`config.mk`:
```
export PLATFORM = sky130hd
export DESIGN_NAME = gpu_pixel_writer_flat
export DESIGN_NICKNAME = d
export VERILOG_FILES = /design/src/rtl/gpu_pixel_writer_if.sv /design/src/rtl/gpu_pixel_writer.sv /design/src/flat_wrapper.sv
export SDC_FILE = /design/constraint.sdc
export NUM_CORES = 1
export LEC_CHECK = 0
export BUFFER_PORTS_ARGS = -buffer_cell sky130_fd_sc_hd__clkbuf_2
export CORE_MARGIN = 4
export CORE_UTILIZATION = 36
export CTS_BUF_LIST = sky130_fd_sc_hd__clkbuf_16
export CTS_CLUSTER_DIAMETER = 120
export DETAILED_ROUTE_END_ITERATION = 7
export PLACE_DENSITY_LB_ADDON = 0.12
export SLEW_MARGIN = 30
export SYNTH_ARGS = -nofsm -noshare
export SYNTH_HDL_FRONTEND = slang
export SYNTH_SLANG_ARGS = --single-unit
```
`constraint.sdc`:
```
create_clock -name clk -period 2.8 [get_ports clk]
set_input_delay 0.14 -clock clk [delete_from_list [all_inputs] [get_ports clk]]
set_output_delay 0.14 -clock clk [all_outputs]
set_load 0.01 [all_outputs]
```
`src/rtl/gpu_pixel_writer_if.sv`:
```
// gpu_pixel_writer_if
//   Bundles the pixel stream handshake (generator -> writer) and the
//   frame-buffer SRAM write port (writer -> arbiter/SRAM) of gpu_pixel_writer.
//   master : draw-engine / arbiter side (drives pixels and grant)
//   slave  : gpu_pixel_writer side (accepts pixels, drives SRAM cycle)
//   Signals:
//     px_valid_i, px_ready_o, x_i, y_i, r_i, g_i, b_i   pixel handshake
//     sram_grant_i, sram_req_o                          arbiter handshake
//     sram_addr_o, sram_data_o, sram_ce_n_o, sram_we_n_o  async SRAM pins
interface gpu_pixel_writer_if #(
   parameter int WIDTH_BITS   = 10,
   parameter int HEIGHT_BITS  = 9,
   parameter int CHANNEL_BITS = 8,
   parameter int ADDR_BITS    = 19
);
   logic                        px_valid_i;
   logic                        px_ready_o;
   logic [WIDTH_BITS-1:0]       x_i;
   logic [HEIGHT_BITS-1:0]      y_i;
   logic [CHANNEL_BITS-1:0]     r_i;
   logic [CHANNEL_BITS-1:0]     g_i;
   logic [CHANNEL_BITS-1:0]     b_i;
   logic                        sram_grant_i;
   logic                        sram_req_o;
   logic [ADDR_BITS-1:0]        sram_addr_o;
   logic [3*CHANNEL_BITS-1:0]   sram_data_o;
   logic                        sram_ce_n_o;
   logic                        sram_we_n_o;

   modport master (
      output px_valid_i, x_i, y_i, r_i, g_i, b_i, sram_grant_i,
      input  px_ready_o, sram_req_o, sram_addr_o, sram_data_o, sram_ce_n_o, sram_we_n_o
   );

   modport slave (
      input  px_valid_i, x_i, y_i, r_i, g_i, b_i, sram_grant_i,
      output px_ready_o, sram_req_o, sram_addr_o, sram_data_o, sram_ce_n_o, sram_we_n_o
   );
endinterface

```
`src/rtl/gpu_pixel_writer.sv`:
```
// gpu_pixel_writer
//   Sink of the rasterizer coordinate stream. Accepted (x, y, rgb) pixels are
//   clipped against the visible area, converted to a linear frame-buffer
//   address (y*WIDTH + x), buffered in a small FIFO and written to an
//   asynchronous SRAM with a SETUP / STROBE / HOLD cycle per pixel.
//   Ports:
//     clk, n_rst     clock (rising edge), asynchronous active-low reset
//     bus            gpu_pixel_writer_if.slave: pixel handshake + SRAM port
//     flush_i        request a completion report
//     flush_done_o   one-cycle pulse: every pixel accepted before/with flush written
//     clip_o         one-cycle pulse: accepted pixel was off-screen and dropped
//     busy_o         FIFO non-empty or write cycle in progress
//     write_cnt_o    completed writes, modulo 2^ADDR_BITS
module gpu_pixel_writer #(
   parameter int WIDTH        = 640,
   parameter int HEIGHT       = 480,
   parameter int WIDTH_BITS   = 10,
   parameter int HEIGHT_BITS  = 9,
   parameter int CHANNEL_BITS = 8,
   parameter int ADDR_BITS    = 19,
   parameter int FIFO_DEPTH   = 4,
   parameter int WE_CYCLES    = 2
) (
   input  logic                 clk,
   input  logic                 n_rst,
   gpu_pixel_writer_if.slave    bus,
   input  logic                 flush_i,
   output logic                 flush_done_o,
   output logic                 clip_o,
   output logic                 busy_o,
   output logic [ADDR_BITS-1:0] write_cnt_o
);
   localparam int DATA_BITS = 3 * CHANNEL_BITS;
   localparam int PTR_BITS  = $clog2(FIFO_DEPTH);
   localparam int CNT_BITS  = PTR_BITS + 1;
   localparam int WE_BITS   = (WE_CYCLES > 1) ? $clog2(WE_CYCLES) : 1;
   localparam logic [CNT_BITS-1:0] CNT_ZERO = {CNT_BITS{1'b0}};
   localparam logic [CNT_BITS-1:0] CNT_FULL = CNT_BITS'(FIFO_DEPTH);
   localparam logic [WE_BITS-1:0]  WE_LAST  = WE_BITS'(WE_CYCLES - 1);

   typedef enum logic [1:0] {IDLE = 2'd0, SETUP = 2'd1, STROBE = 2'd2, HOLD = 2'd3} state_t;

   state_t                 state_r, state_s;
   logic [ADDR_BITS-1:0]   addr_mem_r [FIFO_DEPTH];
   logic [DATA_BITS-1:0]   data_mem_r [FIFO_DEPTH];
   logic [PTR_BITS-1:0]    wr_ptr_r, rd_ptr_r;
   logic [CNT_BITS-1:0]    count_r, count_s;
   logic [WE_BITS-1:0]     we_cnt_r;
   logic [ADDR_BITS-1:0]   addr_r, enq_addr_s, wcnt_r;
   logic [DATA_BITS-1:0]   data_r;
   logic                   accept_s, in_range_s, push_s, pop_s;
   logic                   ce_n_s, we_n_s, ce_n_r, we_n_r;
   logic                   ready_r, req_r, clip_r, pend_r, pend_s, fire_s, done_r;

   // Handshake, clipping and address generation at enqueue time; the
   // operands are widened to ADDR_BITS so the product is never truncated.
   assign accept_s   = bus.px_valid_i && ready_r;
   assign in_range_s = (32'(bus.x_i) < WIDTH) && (32'(bus.y_i) < HEIGHT);
   assign push_s     = accept_s && in_range_s;
   assign enq_addr_s = ADDR_BITS'(bus.y_i) * ADDR_BITS'(WIDTH) + ADDR_BITS'(bus.x_i);
   assign count_s    = count_r + {{PTR_BITS{1'b0}}, push_s} - {{PTR_BITS{1'b0}}, pop_s};

   // A flush covers a pixel accepted on the same edge because the completion
   // test looks at the post-edge FIFO count and state.
   assign pend_s = pend_r || flush_i;
   assign fire_s = pend_s && (count_s == CNT_ZERO) && (state_s == IDLE);

   // FSM state register
   always_ff @(posedge clk or negedge n_rst) begin
      if (!n_rst) state_r <= IDLE;
      else        state_r <= state_s;
   end

   // FSM next state; grant is only looked at in IDLE and HOLD
   always_comb begin
      state_s = state_r;
      pop_s   = 1'b0;
      case (state_r)
         IDLE, HOLD: begin
            if ((count_r != CNT_ZERO) && bus.sram_grant_i) begin
               pop_s   = 1'b1;
               state_s = SETUP;
            end else begin
               state_s = IDLE;
            end
         end
         SETUP:   state_s = STROBE;
         STROBE: begin
            if (we_cnt_r == WE_LAST) state_s = HOLD;
            else                     state_s = STROBE;
         end
         default: state_s = IDLE;
      endcase
   end

   // FSM outputs, decoded from the next state so the strobes can be registered
   always_comb begin
      ce_n_s = 1'b1;
      we_n_s = 1'b1;
      case (state_s)
         IDLE:        begin ce_n_s = 1'b1; we_n_s = 1'b1; end
         SETUP, HOLD: begin ce_n_s = 1'b0; we_n_s = 1'b1; end
         STROBE:      begin ce_n_s = 1'b0; we_n_s = 1'b0; end
         default:     begin ce_n_s = 1'b1; we_n_s = 1'b1; end
      endcase
   end

   // FIFO storage; contents need no reset since the count gates every read
   always_ff @(posedge clk) begin
      if (push_s) begin
         addr_mem_r[wr_ptr_r] <= enq_addr_s;
         data_mem_r[wr_ptr_r] <= {bus.r_i, bus.g_i, bus.b_i};
      end
   end

   // FIFO pointers, write-cycle datapath and status registers
   always_ff @(posedge clk or negedge n_rst) begin
      if (!n_rst) begin
         wr_ptr_r <= {PTR_BITS{1'b0}};
         rd_ptr_r <= {PTR_BITS{1'b0}};
         count_r  <= CNT_ZERO;
         we_cnt_r <= {WE_BITS{1'b0}};
         addr_r   <= {ADDR_BITS{1'b0}};
         data_r   <= {DATA_BITS{1'b0}};
         wcnt_r   <= {ADDR_BITS{1'b0}};
         ce_n_r   <= 1'b1;
         we_n_r   <= 1'b1;
         ready_r  <= 1'b1;
         req_r    <= 1'b0;
         clip_r   <= 1'b0;
         pend_r   <= 1'b0;
         done_r   <= 1'b0;
      end else begin
         if (push_s) wr_ptr_r <= wr_ptr_r + PTR_BITS'(1'b1);
         if (pop_s) begin
            rd_ptr_r <= rd_ptr_r + PTR_BITS'(1'b1);
            addr_r   <= addr_mem_r[rd_ptr_r];
            data_r   <= data_mem_r[rd_ptr_r];
         end
         count_r  <= count_s;
         we_cnt_r <= (state_r == STROBE) ? (we_cnt_r + WE_BITS'(1'b1)) : {WE_BITS{1'b0}};
         if (state_r == HOLD) wcnt_r <= wcnt_r + ADDR_BITS'(1'b1);
         ce_n_r   <= ce_n_s;
         we_n_r   <= we_n_s;
         // Ready follows the post-edge count, so a pop while full frees a
         // slot one cycle later rather than passing through combinationally.
         ready_r  <= (count_s != CNT_FULL);
         req_r    <= (count_s != CNT_ZERO) || (state_s != IDLE);
         clip_r   <= accept_s && !in_range_s;
         pend_r   <= pend_s && !fire_s;
         done_r   <= fire_s;
      end
   end

   assign bus.px_ready_o  = ready_r;
   assign bus.sram_req_o  = req_r;
   assign bus.sram_addr_o = addr_r;
   assign bus.sram_data_o = data_r;
   assign bus.sram_ce_n_o = ce_n_r;
   assign bus.sram_we_n_o = we_n_r;
   assign busy_o          = req_r;
   assign clip_o          = clip_r;
   assign flush_done_o    = done_r;
   assign write_cnt_o     = wcnt_r;
endmodule

```
`src/flat_wrapper.sv`:
```
// flat-port wrapper written by rule: the top's interface ports become plain ports
module gpu_pixel_writer_flat 
#(
   parameter int WIDTH        = 640,
   parameter int HEIGHT       = 480,
   parameter int WIDTH_BITS   = 10,
   parameter int HEIGHT_BITS  = 9,
   parameter int CHANNEL_BITS = 8,
   parameter int ADDR_BITS    = 19,
   parameter int FIFO_DEPTH   = 4,
   parameter int WE_CYCLES    = 2
)
  (clk, n_rst, flush_i, flush_done_o, clip_o, busy_o, write_cnt_o, bus_px_valid_i, bus_x_i, bus_y_i, bus_r_i, bus_g_i, bus_b_i, bus_sram_grant_i, bus_px_ready_o, bus_sram_req_o, bus_sram_addr_o, bus_sram_data_o, bus_sram_ce_n_o, bus_sram_we_n_o);
  gpu_pixel_writer_if #(.WIDTH_BITS(WIDTH_BITS), .HEIGHT_BITS(HEIGHT_BITS), .CHANNEL_BITS(CHANNEL_BITS), .ADDR_BITS(ADDR_BITS)) bus_i ();
  input  logic clk;
  input  logic n_rst;
  input  logic flush_i;
  output logic flush_done_o;
  output logic clip_o;
  output logic busy_o;
  output logic [ADDR_BITS-1:0] write_cnt_o;
  input wire logic [$bits(bus_i.px_valid_i)-1:0] bus_px_valid_i;
  input wire logic [$bits(bus_i.x_i)-1:0] bus_x_i;
  input wire logic [$bits(bus_i.y_i)-1:0] bus_y_i;
  input wire logic [$bits(bus_i.r_i)-1:0] bus_r_i;
  input wire logic [$bits(bus_i.g_i)-1:0] bus_g_i;
  input wire logic [$bits(bus_i.b_i)-1:0] bus_b_i;
  input wire logic [$bits(bus_i.sram_grant_i)-1:0] bus_sram_grant_i;
  output wire logic [$bits(bus_i.px_ready_o)-1:0] bus_px_ready_o;
  output wire logic [$bits(bus_i.sram_req_o)-1:0] bus_sram_req_o;
  output wire logic [$bits(bus_i.sram_addr_o)-1:0] bus_sram_addr_o;
  output wire logic [$bits(bus_i.sram_data_o)-1:0] bus_sram_data_o;
  output wire logic [$bits(bus_i.sram_ce_n_o)-1:0] bus_sram_ce_n_o;
  output wire logic [$bits(bus_i.sram_we_n_o)-1:0] bus_sram_we_n_o;
  assign bus_i.px_valid_i = bus_px_valid_i;
  assign bus_i.x_i = bus_x_i;
  assign bus_i.y_i = bus_y_i;
  assign bus_i.r_i = bus_r_i;
  assign bus_i.g_i = bus_g_i;
  assign bus_i.b_i = bus_b_i;
  assign bus_i.sram_grant_i = bus_sram_grant_i;
  assign bus_px_ready_o = bus_i.px_ready_o;
  assign bus_sram_req_o = bus_i.sram_req_o;
  assign bus_sram_addr_o = bus_i.sram_addr_o;
  assign bus_sram_data_o = bus_i.sram_data_o;
  assign bus_sram_ce_n_o = bus_i.sram_ce_n_o;
  assign bus_sram_we_n_o = bus_i.sram_we_n_o;
  gpu_pixel_writer #(.WIDTH(WIDTH), .HEIGHT(HEIGHT), .WIDTH_BITS(WIDTH_BITS), .HEIGHT_BITS(HEIGHT_BITS), .CHANNEL_BITS(CHANNEL_BITS), .ADDR_BITS(ADDR_BITS), .FIFO_DEPTH(FIFO_DEPTH), .WE_CYCLES(WE_CYCLES)) u_core (.clk(clk), .n_rst(n_rst), .bus(bus_i), .flush_i(flush_i), .flush_done_o(flush_done_o), .clip_o(clip_o), .busy_o(busy_o), .write_cnt_o(write_cnt_o));
endmodule
```
==> summary.md <==
| Metric | Value |
|---|---|
| Final hold viol count | `0` |
| Worst skew pair latency | `a little over 0.5 ns` |
| DP Area | `around 11,000 um2` |
| ANT cells | `0` |
| GR Util met1 | `17.1%` |
| Core Footprint | `27,100 um2` |
| Critical path's most frequent cell | `inv_2` |
| CTS HTree Levels | `1` |
| Crit end category | `register` |
| Avg Synthesized Cell Area | `between 15 and 20 um2` |
| GRT met3 Usage | `2.33%` |
| Worst Path Buf+Inv | `4` |
| DP Wirelength | `between 10 and 15 mm` |
| Max_cap viols | `0` |
| Busiest grt layer | `met2` |
| Hold depth | `2` |
| Status | `complete, no violations` |
| Mapped Cells | `518` |
| Initial antenna violation count | `0` |
| DRT Pass-1 Iters | `4` |
| Antenna viol nets, final | `0` |
| CTS tree | `built` |
| Post-Place Worst Slack | `-0.0311 ns` |
| Library cells used by synthesis | `39` |
| Cells along the critical path | `ha_4 > inv_2 > or2_4 > inv_2 > ha_1 > inv_1 > ha_2 > inv_2 > fa_2 > xnor2_2 > xnor2_2 > nor3_2 > nand2_1 > nor2_1` |
| Worst reg2reg path endpoint | `u_core.flush_done_o$_DFF_PN0_` |
| Root Driver | `clkbuf_16` |
| Final worst slack | `~0.14 ns` |
| DRC violations left | `0` |
| Total GRT Usage | `a little over an eighth` |
| Average wire per standard cell | `~18 um` |
| YS warnings | `0` |
| Finished Core Util | `a little under half` |
| Critical Path AT | `roughly 3.1 ns` |
| Setup TNS | `0 ns` |
| Starting Density | `~37%` |
| Chip Height | `~170 um` |
| Pleak | `roughly 4.8 nW` |
| 1st-iter DRT viols | `between 150 and 200` |
| Tcrit/Tclk final | `between 90 and 100%` |
| Hold endpoint | `u_core.addr_mem_r[2][7]$_DFFE_PP_` |
| Syn_nets | `~600` |
| Final net count | `a little under 800` |
| GPL Wtd Cong | `0.766` |
| CTS Buf Count | `27` |
| Crit-path max FO | `4` |
| Worst-path cell with the longest stage delay | `dfrtp_1` |
| Design area | `12,300 um2` |
| Power Dens Cells | `between 900 and 1000 nW/um2` |
| Synth Area in Simple Gates | `about 3.1%` |
| Max VDD drop | `roughly 460 uV` |
| Hold WS | `about 0.13 ns` |
| Syn-to-layout area delta | `23.9%` |
| Register area | `between 7000 and 8000 um2` |
| IO Count | `117` |
| Row cnt | `60` |
| Worst-margin pin slew | `around 0.76 ns` |
| Port Buffers | `around 120` |
| Final setup violation count | `0` |
| Max Freq | `between 300 and 400 MHz` |
| Routed Wire Length | `between 15 and 20 mm` |
| Critical R2R Launch | `u_core.state_r[1]$_DFF_PN0_` |
| GR Util met2 | `23.1%` |
| Sequential fraction of the synthesis area | `71.8%` |
| Die width | `roughly 170 um` |
| Hold Path Origin | `bus_x_i[7]` |
| CP Launch Type | `register` |
| Compound-cell area share of the yosys netlist | `around 1.5%` |
| Die area | `slightly above 30,000 um2` |
| Vias per inst | `4.70` |
| Fillers | `2,406` |
| Worst Skew | `approximately 0.0098 ns` |
| Post-Syn Area | `roughly 10000 um2` |
| Crit path kind | `register to register` |
| GR Overflow Total | `0` |
| Top delay family on crit path | `adder cells` |
| Hold Path Class | `input port to register` |
| Largest family of logic cells by synthesized area | `multiplexers` |
| Worst Path Required | `roughly 3.2 ns` |
| Worst R2R Setup Slack | `around 0.14 ns` |
| Mux contribution to synthesized area | `between 10% and 20%` |
| Synthesis-stage register bit count | `251` |
| XOR/XNOR Fraction of Synth Area | `under 10%` |
| Layout cells sized above 1 | `between 30% and 40%` |
| Max-slew violations | `0` |
| Largest net degree at the start of global routing | `52` |
| Clock transition at path regs | `0.06 ns` |
| Number of global-route vias before repair | `around 5,700` |
| CTS Sinks | `between 200 and 300` |
| First-pass GRT wire length | `31.7 mm` |
| Synthesized-area fraction occupied by adder cells | `3.87%` |
| Worst rel slew slack | `between 40 and 50%` |
| Area of the multi-input gates | `about 2700 um2` |
| Final min period | `around 2.7 ns` |
| Largest stage delay on the critical path | `slightly above 0.4 ns` |
| CTS Buffer Depth | `3` |
| Reg2reg path depth | `14` |
| Vias post-DR | `just over 5,000` |
==> worst max-delay path by stage <==
| stage | from | end | cells after the start |
|---|---|---|---|
| final | u_core.state_r[1]$_DFF_PN0_ | u_core.flush_done_o$_DFF_PN0_ | 14 |
| after global routing | u_core.state_r[0]$_DFF_PN0_ | u_core.flush_done_o$_DFF_PN0_ | 15 |
| after CTS | u_core.state_r[0]$_DFF_PN0_ | u_core.flush_done_o$_DFF_PN0_ | 15 |
| after detailed placement | u_core.state_r[0]$_DFF_PN0_ | u_core.flush_done_o$_DFF_PN0_ | 15 |
| after global placement | u_core.state_r[1]$_DFF_PN0_ | u_core.flush_done_o$_DFF_PN0_ | 14 |
| after floorplan | u_core.state_r[1]$_DFF_PN0_ | u_core.flush_done_o$_DFF_PN0_ | 15 |
==> metrics by stage <==
stage	power, W	instances
floorplan	0.00765	518
global placement	0.00877	1005
detailed placement	0.00888	1005
CTS	0.0123	1090
global route	0.0130	1094
finish	0.0122	1094
==> synth_stat cells (all sizes together) <==
cell type / n / area share, %
nand3: 7 / 0.35
nor3: 4 / 0.25
or2: 1 / 0.063
and3b: 1 / 0.088
mux4: 43 / 9.7
mux2: 44 / 5.0
a311oi: 1 / 0.15
fa: 3 / 0.60
and4: 1 / 0.088
nor2b: 3 / 0.19
o31ai: 1 / 0.075
a211oi: 1 / 0.13
o21ai: 7 / 0.35
nand4: 8 / 0.50
nand3b: 1 / 0.075
inv: 15 / 0.57
nand2: 17 / 0.64
a21oi: 7 / 0.35
dfrtp: 76 / 19
xnor2: 30 / 2.8
dfstp: 3 / 0.79
nor4: 1 / 0.063
ha: 26 / 3.3
and2: 5 / 0.31
buf: 12 / 0.88
xor2: 8 / 0.70
edfxtp: 172 / 52
o21bai: 1 / 0.075
o211a: 1 / 0.10
a21o: 3 / 0.23
and3: 1 / 0.063
nor2: 10 / 0.38
clkbuf: 4 / 0.15
==> state kept, by name (all words and copies together), names as in the netlist, 2 cells and up <==
name,cells
u_core.count_r,3
u_core.write_cnt_o,19
u_core.state_r,2
u_core.bus.sram_addr_o,19
u_core.wr_ptr_r,2
u_core.addr_mem_r,76
u_core.bus.sram_data_o,24
u_core.rd_ptr_r,2
u_core.data_mem_r,96
==> layout by cell type, fill, tap and decap left out, types with 4 or more instances in the layout <==
cell type / netlist / routed
xnor2_2: 2 / 4
nand4_1: 8 / 8
dlygate4sd3_1: 0 / 36
mux2_2: 43 / 43
buf_4: 1 / 17
nor2_1: 10 / 10
ha_1: 26 / 24
edfxtp_1: 172 / 172
dfrtp_1: 76 / 74
nand2_1: 17 / 17
inv_1: 15 / 23
mux4_2: 43 / 43
clkbuf_16: 0 / 27
o21ai_0: 5 / 5
nand3_1: 7 / 7
xnor2_1: 28 / 26
xor2_1: 8 / 8
clkbuf_2: 0 / 115
and2_2: 0 / 4
a21oi_1: 7 / 7
clkinv_1: 0 / 6
inv_2: 0 / 4
==> metal layers <==
metal | vias to the layer above | part of all wire [%]
met5 | - | 0
met4 | 0 | 1.5
met3 | 32 | 4.1
met2 | 89 | 50
met1 | 2657 | 44
li1 | 2363 | -
==> worst register-to-register path, stage by stage, from the launching register on <==
cell     delay (ns)
dfrtp_1        0.41
ha_4           0.28
inv_2          0.04
or2_4          0.24
inv_2          0.05
ha_1           0.22
inv_1          0.06
ha_2           0.16
inv_2          0.04
fa_2           0.37
xnor2_2        0.16
xnor2_2        0.16
nor3_2         0.22
nand2_1        0.09
nor2_1         0.09
==> power breakdown <==
group | internal, W | leakage (nW) | switching [W]
Clock | 0.00200 | 0.452 | 0.00133
Combinational | 0.00187 | 1.81 | 0.00164
Sequential | 0.00485 | 2.52 | 0.000533
Total | 0.00873 | 4.78 | 0.00350
==> cells by family after synthesis <==
family / count (synthesis)
mux: 87
buf+inv: 31
compound gates: 22
flops: 251
simple gates: 60
xor+xnor: 38
fa+ha+maj: 29
==> final cells by class <==
cell class / count / share of cell area (%)
multi-input combinational: 236 / 21.9
sequential: 251 / 58.0
tap: 372 / 3.77
timing repair buffer: 171 / 9.11
clock inverter: 22 / 1.32
inverter: 15 / 0.457
clock buffer: 27 / 5.48
==> repair_timing <==
item	in CTS	in global routing
hold buffers	36	0
setup endpoints to repair	1	4
pin swaps	0	6
endpoints found under the hold margin	175	0
gates resized for setup	1	11
setup buffers	0	4
(Power assumes the default switching activity.)
